===== src/rtl/jk_toggle_monitor.sv =====
// Edge monitor for a JK/T flip-flop output: synchronises q, emits rise/fall
// pulses and counts them over a programmable window with a start/done/ack handshake.
module jk_toggle_monitor #(
  parameter int CNT_W   = 8,
  parameter int WIN_W   = 8,
  parameter bit SYNC_EN = 1'b1
) (
  input  logic             clock,
  input  logic             rst,
  input  logic             q_in,
  input  logic             start,
  input  logic [WIN_W-1:0] window,
  input  logic             ack,
  output logic             rise_pulse,
  output logic             fall_pulse,
  output logic             busy,
  output logic             done,
  output logic [CNT_W-1:0] rise_cnt,
  output logic [CNT_W-1:0] fall_cnt,
  output logic             overflow
);

  typedef enum logic [1:0] {
    S_IDLE,
    S_MEAS,
    S_DONE
  } state_t;

  state_t           r_state;
  logic             r_sync1;
  logic             r_sync2;
  logic             r_prev;
  logic [WIN_W-1:0] r_win;
  logic [CNT_W-1:0] r_rise_cnt;
  logic [CNT_W-1:0] r_fall_cnt;
  logic             r_ovf;
  logic             r_busy;
  logic             r_done;

  logic             w_s;
  logic             w_rise;
  logic             w_fall;
  logic             w_rise_max;
  logic             w_fall_max;
  logic [WIN_W-1:0] w_win_ld;

  assign w_s    = SYNC_EN ? r_sync2 : r_sync1;
  // Pulses decode flop outputs only, so they cannot glitch.
  assign w_rise = w_s & ~r_prev;
  assign w_fall = ~w_s & r_prev;

  assign w_rise_max = &r_rise_cnt;
  assign w_fall_max = &r_fall_cnt;
  assign w_win_ld   = (window == '0) ? WIN_W'(1) : window;

  always_ff @(posedge clock or negedge rst) begin
    if (!rst) begin
      r_sync1 <= 1'b0;
      r_sync2 <= 1'b0;
      r_prev  <= 1'b0;
    end else begin
      r_sync1 <= q_in;
      r_sync2 <= r_sync1;
      r_prev  <= w_s;
    end
  end

  always_ff @(posedge clock or negedge rst) begin
    if (!rst) begin
      r_state    <= S_IDLE;
      r_win      <= '0;
      r_rise_cnt <= '0;
      r_fall_cnt <= '0;
      r_ovf      <= 1'b0;
      r_busy     <= 1'b0;
      r_done     <= 1'b0;
    end else begin
      unique case (r_state)
        S_IDLE: begin
          if (start) begin
            r_win      <= w_win_ld;
            r_rise_cnt <= '0;
            r_fall_cnt <= '0;
            r_ovf      <= 1'b0;
            r_busy     <= 1'b1;
            r_state    <= S_MEAS;
          end
        end
        S_MEAS: begin
          if (w_rise && !w_rise_max)
            r_rise_cnt <= r_rise_cnt + CNT_W'(1);
          if (w_fall && !w_fall_max)
            r_fall_cnt <= r_fall_cnt + CNT_W'(1);
          // An event arriving at a saturated counter is lost.
          if ((w_rise && w_rise_max) ||
              (w_fall && w_fall_max))
            r_ovf <= 1'b1;
          r_win <= r_win - WIN_W'(1);
          if (r_win == WIN_W'(1)) begin
            r_busy  <= 1'b0;
            r_done  <= 1'b1;
            r_state <= S_DONE;
          end
        end
        S_DONE: begin
          if (ack) begin
            r_done  <= 1'b0;
            r_state <= S_IDLE;
          end
        end
        default: begin
          r_busy  <= 1'b0;
          r_done  <= 1'b0;
          r_state <= S_IDLE;
        end
      endcase
    end
  end

  assign rise_pulse = w_rise;
  assign fall_pulse = w_fall;
  assign busy       = r_busy;
  assign done       = r_done;
  assign rise_cnt   = r_rise_cnt;
  assign fall_cnt   = r_fall_cnt;
  assign overflow   = r_ovf;

endmodule

===== config.mk =====
export PLATFORM = sky130hd
export DESIGN_NAME = jk_toggle_monitor
export DESIGN_NICKNAME = d
export VERILOG_FILES = /design/src/rtl/jk_toggle_monitor.sv
export SDC_FILE = /design/constraint.sdc
export NUM_CORES = 1
export LEC_CHECK = 0
export BUFFER_PORTS_ARGS = -buffer_cell sky130_fd_sc_hd__buf_2
export CELL_PAD_IN_SITES_DETAIL_PLACEMENT = 1
export CELL_PAD_IN_SITES_GLOBAL_PLACEMENT = 1
export CORE_ASPECT_RATIO = 1.5
export CORE_MARGIN = 1.5
export CORE_UTILIZATION = 38
export DETAILED_ROUTE_END_ITERATION = 6
export PLACE_DENSITY_LB_ADDON = 0.12
export SETUP_SLACK_MARGIN = 0.1
export SYNTH_ARGS = -nofsm -noshare
export SYNTH_HDL_FRONTEND = slang
export SYNTH_SLANG_ARGS = --single-unit

===== constraint.sdc =====
create_clock -name clock -period 1.38 [get_ports clock]
set_clock_uncertainty 0.05 [all_clocks]
set_input_delay 0.276 -clock clock [delete_from_list [all_inputs] [get_ports clock]]
set_output_delay 0.276 -clock clock [all_outputs]
set_load 0.02 [all_outputs]

==> results.tsv, run 1 <==
metric	value	unit
status	finished, violations left	
violations	setup timing	
root_buffer	clkbuf_8	
cap_violations	0	
holdWs	61.9	ps
io_buffers	33	
firstDrtPassIters	4	
synthSimpleGateAreaFrac	21.9	%
clk_latency	300	ps
grt_use_total	30.8	%
die_area	5110	µm²
maxSlewHeadroom	75.7	%
fill_cells	476	
synthAdderAreaFrac	2.81	%
setup.worst_path.start	r_state[1]	
grt_max_degree	28	
drt_drc_violations_left	0	
tightestPinTransition	362	ps
clk_pin_slew	70	ps
rsz0062_at_grt	yes	
final.min_clock_period	1670	ps
grt_pass1_wl	11400	µm
rows	30	
finalPower	5.37	mW
drive_gt1_share	60.5	%
pre_cts_ws	-186	ps
avgSynthCellArea	9.84	µm²
synth_cells	181	
final_hold_viol_count	0	
endpoint_kind	register	
ioPinCount	34	
worst_slack	-286	ps
synth_area	1780	µm²
drv_slew	0	
coreArea	4500	µm²
via_per_inst	5.88	
synth_top_family_by_area	compound AO/OA/AOI/OAI gates	
syn-num-nets	198	
die_x	58.9	µm
tritoncts	done	
min-delay-start	q_in	
cp_max_fo	5	
synth-seq-cells	32	
fin_setup_tns	-2390	ps
powerDensity	1740	nW/µm²
r2r-end	rise_cnt[5]	
avgRoutedWirePerCell	22.6	µm
whs_path_depth	1	
r2r_setup_slack	-290	ps
initial_core_util	39.5	%
criticalPathCategory	reg -> reg	
worstHoldEndpoint	r_sync1	
crit_required	1530	ps
ys_seq_area_share	45.0	%
hpwlAfterDp	4410	µm
die_h	86.8	µm
numClockSinks	32	
synth_mux_area_share	0.562	%
setup_viol	23	
ys_async_sr_fraction	100	%
r2r_start	r_state[1]	
hold_class	in -> reg	
final_antenna_net_count	0	
power.leakage	1.40	nW
initialDrtViolationCount	65	
fmax	600	MHz
ir_drop	1.37	mV
gp_congestion	0.875	
ys.flop_type	dfrtp_1	
vias	1965	
htreeDepth	2	
synth_warnings	0	
grt_pass1_vias	2170	
cts_max_path_buffers	2	
ys_types	53	
period_share	121	%
worstSetupStartpointType	register	
layout.nets	302	
wirelength	7550	µm
cp.arrival	1820	ps
synthXorXnorAreaFrac	1.48	%
synth_compound_area_share	24.3	%
grt_overflow	0	
worst_r2r_path_depth	4	
diodes	0	
antenna_found_initial	0	
areaGrowthSynthToFinish	73.4	%
cts_buffers	5	
synth-edff-count	0	
-- placed cells by master (no fill, tap or decap), types with 2 or more instances in the layout --
cell type	instances
nor2b_4	3
nor4_4	2
nand2_2	5
clkbuf_1	2
xor2_1	2
ha_4	3
nor2_2	2
dfrtp_1	24
nor2_1	5
o21a_1	3
o31ai_1	2
nand2_1	13
o21ai_1	3
o22ai_2	2
dfrtp_2	8
o22a_1	3
o211ai_1	2
a21o_1	4
nor2_4	2
buf_6	35
clkbuf_8	5
o22ai_1	4
nand2_4	2
a21oi_2	5
buf_2	21
buf_4	46
a221oi_2	2
a41oi_2	2
a21oi_1	8
and3_4	2
nand3_1	5
and3_1	4
o21ai_0	6
o221ai_1	2
inv_1	3
inv_2	3
-- per-layer routing --
layer  wire [µm]  GRT usage, %
met5           0             0
met4         234          11.0
met3         179          5.37
met2        4300          58.9
met1        2840          32.2
-- report_power, final --
part / total [mW] / switching (mW) / leakage, nW / internal, mW
Sequential: 1.68 / 0.416 / 0.386 / 1.26
Combinational: 2.96 / 1.46 / 0.977 / 1.51
Clock: 0.731 / 0.376 / 0.0422 / 0.354
Total: 5.37 / 2.25 / 1.40 / 3.12
-- final cells by class --
| class | count | area, µm² | share of cell area [%] |
|---|---|---|---|
| Inverter | 7 | 28.8 | 0.932 |
| Tap cell | 48 | 60.1 | 1.94 |
| Timing Repair Buffer | 104 | 875 | 28.3 |
| Sequential cell | 32 | 811 | 26.3 |
| Clock buffer | 7 | 76.3 | 2.47 |
| Clock inverter | 1 | 5.00 | 0.162 |
| Multi-Input combinational cell | 135 | 1230 | 39.9 |
-- cell usage after synthesis (2+ instances only) --
cell type / count / area [µm²]
dfrtp_1: 32 / 801
nand2_1: 20 / 75.1
a21oi_1: 13 / 65.1
o21ai_0: 10 / 50.1
nor2_1: 8 / 30.0
inv_1: 7 / 26.3
nand3_1: 7 / 35.0
and3_1: 6 / 37.5
o22ai_1: 6 / 37.5
a21o_1: 4 / 30.0
ha_1: 4 / 50.1
a221oi_1: 3 / 26.3
buf_2: 3 / 15.0
nor2b_1: 3 / 18.8
nor3_1: 3 / 15.0
o21a_1: 3 / 22.5
o22a_1: 3 / 26.3
o31ai_1: 3 / 22.5
xor2_1: 3 / 26.3
a41oi_1: 2 / 17.5
buf_6: 2 / 22.5
clkbuf_1: 2 / 7.51
nor4_1: 2 / 12.5
o211ai_1: 2 / 15.0
o221ai_1: 2 / 17.5
-- worst max-delay path: stages (launching register included) --
cell and delay [ps]:
dfrtp_1 440, and4bb_4 380, o211ai_4 100, or3_1 370, a21oi_1 240
-- metrics by stage --
stage | instance area, µm² | util (%) | instances
after floorplan | 1850 | - | 181
final | 3090 | 68.6 | 334
after CTS | 2930 | 65.1 | 324
after global placement | 2360 | 52.4 | 297
after global routing | 3090 | 68.6 | 334
after detailed placement | 2360 | 52.4 | 297
-- sequential cells by signal, indices dropped and copies added, names as in the netlist --
signal,flops
busy,1
done,1
fall_cnt,8
overflow,1
r_prev,1
r_state,2
r_sync1,1
r_sync2,1
r_win,8
rise_cnt,8
-- how the worst max path moves through the flow --
stage | to | slack [ps]
2_1_floorplan | rise_cnt[5] | -70
3_3_place_gp | r_win[7] | -90
3_5_place_dp | r_win[7] | -190
4_1_cts | r_win[7] | -170
5_1_grt | rise_cnt[5] | -310
6_report | rise_cnt[5] | -290
-- cell families (layout without fill, tap and decap cells) --
logic type      count (synthesis)  in the layout
mux                             1              1
compound gates                 62             62
flops                          32             32
simple gates                   65             65
buf+inv                        14            119
xor+xnor                        3              3
fa+ha+maj                       4              4
-- repair_timing --
item	in CTS	in global routing
hold buffers	1	0
setup buffers	18	10
endpoints found under the hold margin	26	0
resized for setup	84	21
setup endpoints to repair	39	43
pin swaps	34	6
Power figures use the tool's default switching activity.
==> run 2, diff against run 1 <==
- ABC_AREA: not set -> 1
- CORE_UTILIZATION: 38 -> 36
==> results.tsv, run 2 <==
metric	value	unit
status	finished, violations left	
violations	setup timing	
final.min_clock_period	1490	ps
ys.flop_type	dfrtp_1	
die_h	91.9	µm
cp_cell_sequence	ha_4 -> nand2_4 -> nor2_4 -> nand2_4 -> a21oi_4 -> buf_6 -> o21ai_2	
cts_max_path_buffers	2	
synth_area	1900	µm²
grt_pass1_wl	10800	µm
grt_overflow	0	
cp_max_fo	5	
synth.area.top_cells	dfrtp_1 42%, nand2_1 16%, nand3_1 7.4%	
htreeDepth	2	
avgSynthCellArea	7.11	µm²
endpoint_kind	register	
synth_top_area_share	42.2	%
rsz0062_at_grt	yes	
cpMostUsedCell	nand2_4	
setup_viol	10	
hold_class	in -> reg	
mostFrequentLayoutCell	nand2_1	
vias	2202	
period_share	108	%
maxSlewHeadroom	74.1	%
grt-busiest-layer	met2	
ioPinCount	34	
power_frac_seq	26.9	%
gp_congestion	0.829	
drive_gt1_share	48.2	%
switching_share	44.0	%
avgRoutedWirePerCell	17.4	µm
powerDensity	1670	nW/µm²
grt_pass1_vias	2342	
worstSetupStartpointType	register	
use_met2	45.9	%
initial_core_util	37.0	%
drv_slew	0	
p_comb_share	57.5	%
ys_async_sr_fraction	100	%
power_frac_clock	15.6	%
synth.most_common_cell	nand2_1	
grt_use_total	23.8	%
clk_latency	300	ps
critPathBufInv	1	
tightestPinTransition	388	ps
synth_top_area_cell	dfrtp_1	
finalPower	5.36	mW
root_buffer	clkbuf_8	
layout.nets	381	
via_per_inst	5.09	
die_x	62.3	µm
power.leakage	1.59	nW
antenna_found_initial	0	
die_area	5730	µm²
final_cells	433	
ys_seq_area_share	42.2	%
path_delay_family	flip-flops	
criticalPathCategory	reg -> reg	
ir_drop	1.13	mV
coreArea	5120	µm²
internal_power	3.00	mW
cp.arrival	1630	ps
rows	32	
fill_cells	630	
worst_slack	-111	ps
synth-edff-count	0	
ys_types	21	
io_buffers	33	
hpwlAfterDp	4090	µm
final_hold_viol_count	0	
p_switching	2.36	mW
cpMaxStageDelayCell	dfrtp_2	
cts_buffers	5	
design_area	3200	µm²
max_stage_delay	410	ps
final_cell_mix	62 x nand2_1, 38 x buf_6, 33 x buf_4, 28 x inv_1, 27 x dfrtp_1	
syn-num-nets	284	
initialDrtViolationCount	134	
synth-seq-cells	32	
synth_cells	267	
grt_max_degree	22	
dpl_cell_area	2410	µm²
firstDrtPassIters	4	
drt_drc_violations_left	0	
placedCellCount	391	
clk_pin_slew	80	ps
cap_violations	0	
use_met3	3.93	%
crit_required	1520	ps
fmax	671	MHz
diodes	0	
numClockSinks	32	
tritoncts	done	
final_antenna_net_count	0	
synth_warnings	0	
wirelength	7520	µm
areaGrowthSynthToFinish	68.6	%
ys_top_cells_by_count	82 x nand2_1, 37 x inv_1, 35 x nor2_1	
use_met1	25.0	%
==> run 2: cell count changes after synthesis, moves of 4 or more <==
| cell | delta |
|---|---|
| a21o_1 | -4 |
| a21oi_1 | -13 |
| and3_1 | -6 |
| inv_1 | +30 |
| nand2_1 | +62 |
| nand2_2 | +4 |
| nand3_1 | +21 |
| nor2_1 | +27 |
| o21ai_0 | +9 |
| o22ai_1 | -6 |
==> run 2: cells by family after synthesis <==
| kind of cell | Yosys count | share of synthesized area (%) |
|---|---|---|
| adder cells (fa/ha/maj) | 4 | 2.64 |
| AND/OR/NAND/NOR | 159 | 35.3 |
| AO/OA/AOI/OAI | 27 | 9.23 |
| buffers and inverters | 42 | 9.23 |
| flip-flops | 32 | 42.2 |
| XOR/XNOR | 3 | 1.38 |
==> run 2: power groups by stage <==
| stage | sequential [mW] | clock, mW | combinational [mW] |
|---|---|---|---|
| 5_1_grt | 1.46 | 0.900 | 3.33 |
| 6_report | 1.44 | 0.837 | 3.08 |
| 3_3_place_gp | 1.38 | 0 | 2.07 |
| 4_1_cts | 1.39 | 0.826 | 2.61 |
| 3_5_place_dp | 1.38 | 0 | 2.11 |
| 2_1_floorplan | 1.50 | 0 | 1.13 |
==> run 2: path summary, 6_finish.rpt <==
check | start | end | slack (ps) | cells after the start
max in group asynchronous | rst | fall_cnt[0] | 440 | 3
worst min-delay path | q_in | r_sync1 | 40 | 1
worst min register to register | r_sync1 | r_sync2 | 320 | 0
min in group asynchronous | rst | r_win[3] | 390 | 2
worst max register to register | rise_cnt[1] | rise_cnt[2] | -110 | 7
worst max-delay path | rise_cnt[1] | rise_cnt[2] | -110 | 7
==> run 2: metrics by stage <==
step	util (%)	TNS (ps)	worst slack (ps)	hold slack, ps
2_1_floorplan	-	-226	-45.6	-69.6
3_3_place_gp	47.1	0	6.08	165
3_5_place_dp	47.1	-217	-45.2	167
4_1_cts	57.0	-47.7	-47.7	39.5
5_1_grt	62.5	-1720	-148	25.6
6_report	62.5	-622	-111	37.4
==> run 2: final cells by class <==
| cell class | count | area (µm²) | area share, % |
|---|---|---|---|
| sequential | 32 | 807 | 25.2 |
| timing repair buffer | 94 | 841 | 26.3 |
| tap | 68 | 85.1 | 2.66 |
| multi-input combinational | 194 | 1220 | 38.2 |
| inverter | 37 | 144 | 4.50 |
| clock buffer | 8 | 100 | 3.13 |
==> run 2: what timing repair did <==
item / 4_1_cts / 5_1_grt
gates resized for setup: 78 / 56
hold buffers: 1 / 0
buffers inserted: 18 / 17
cloned: 2 / 0
endpoints found under the hold margin: 14 / 0
pin swaps: 19 / 36
setup endpoints to repair: 42 / 43
==> run 2: metal layers <==
metal  up-vias  share of wire [%]
met3        25                2.3
met5         -                  0
met4         0                3.7
met2        59                 56
met1      1083                 38
li1       1035                  -
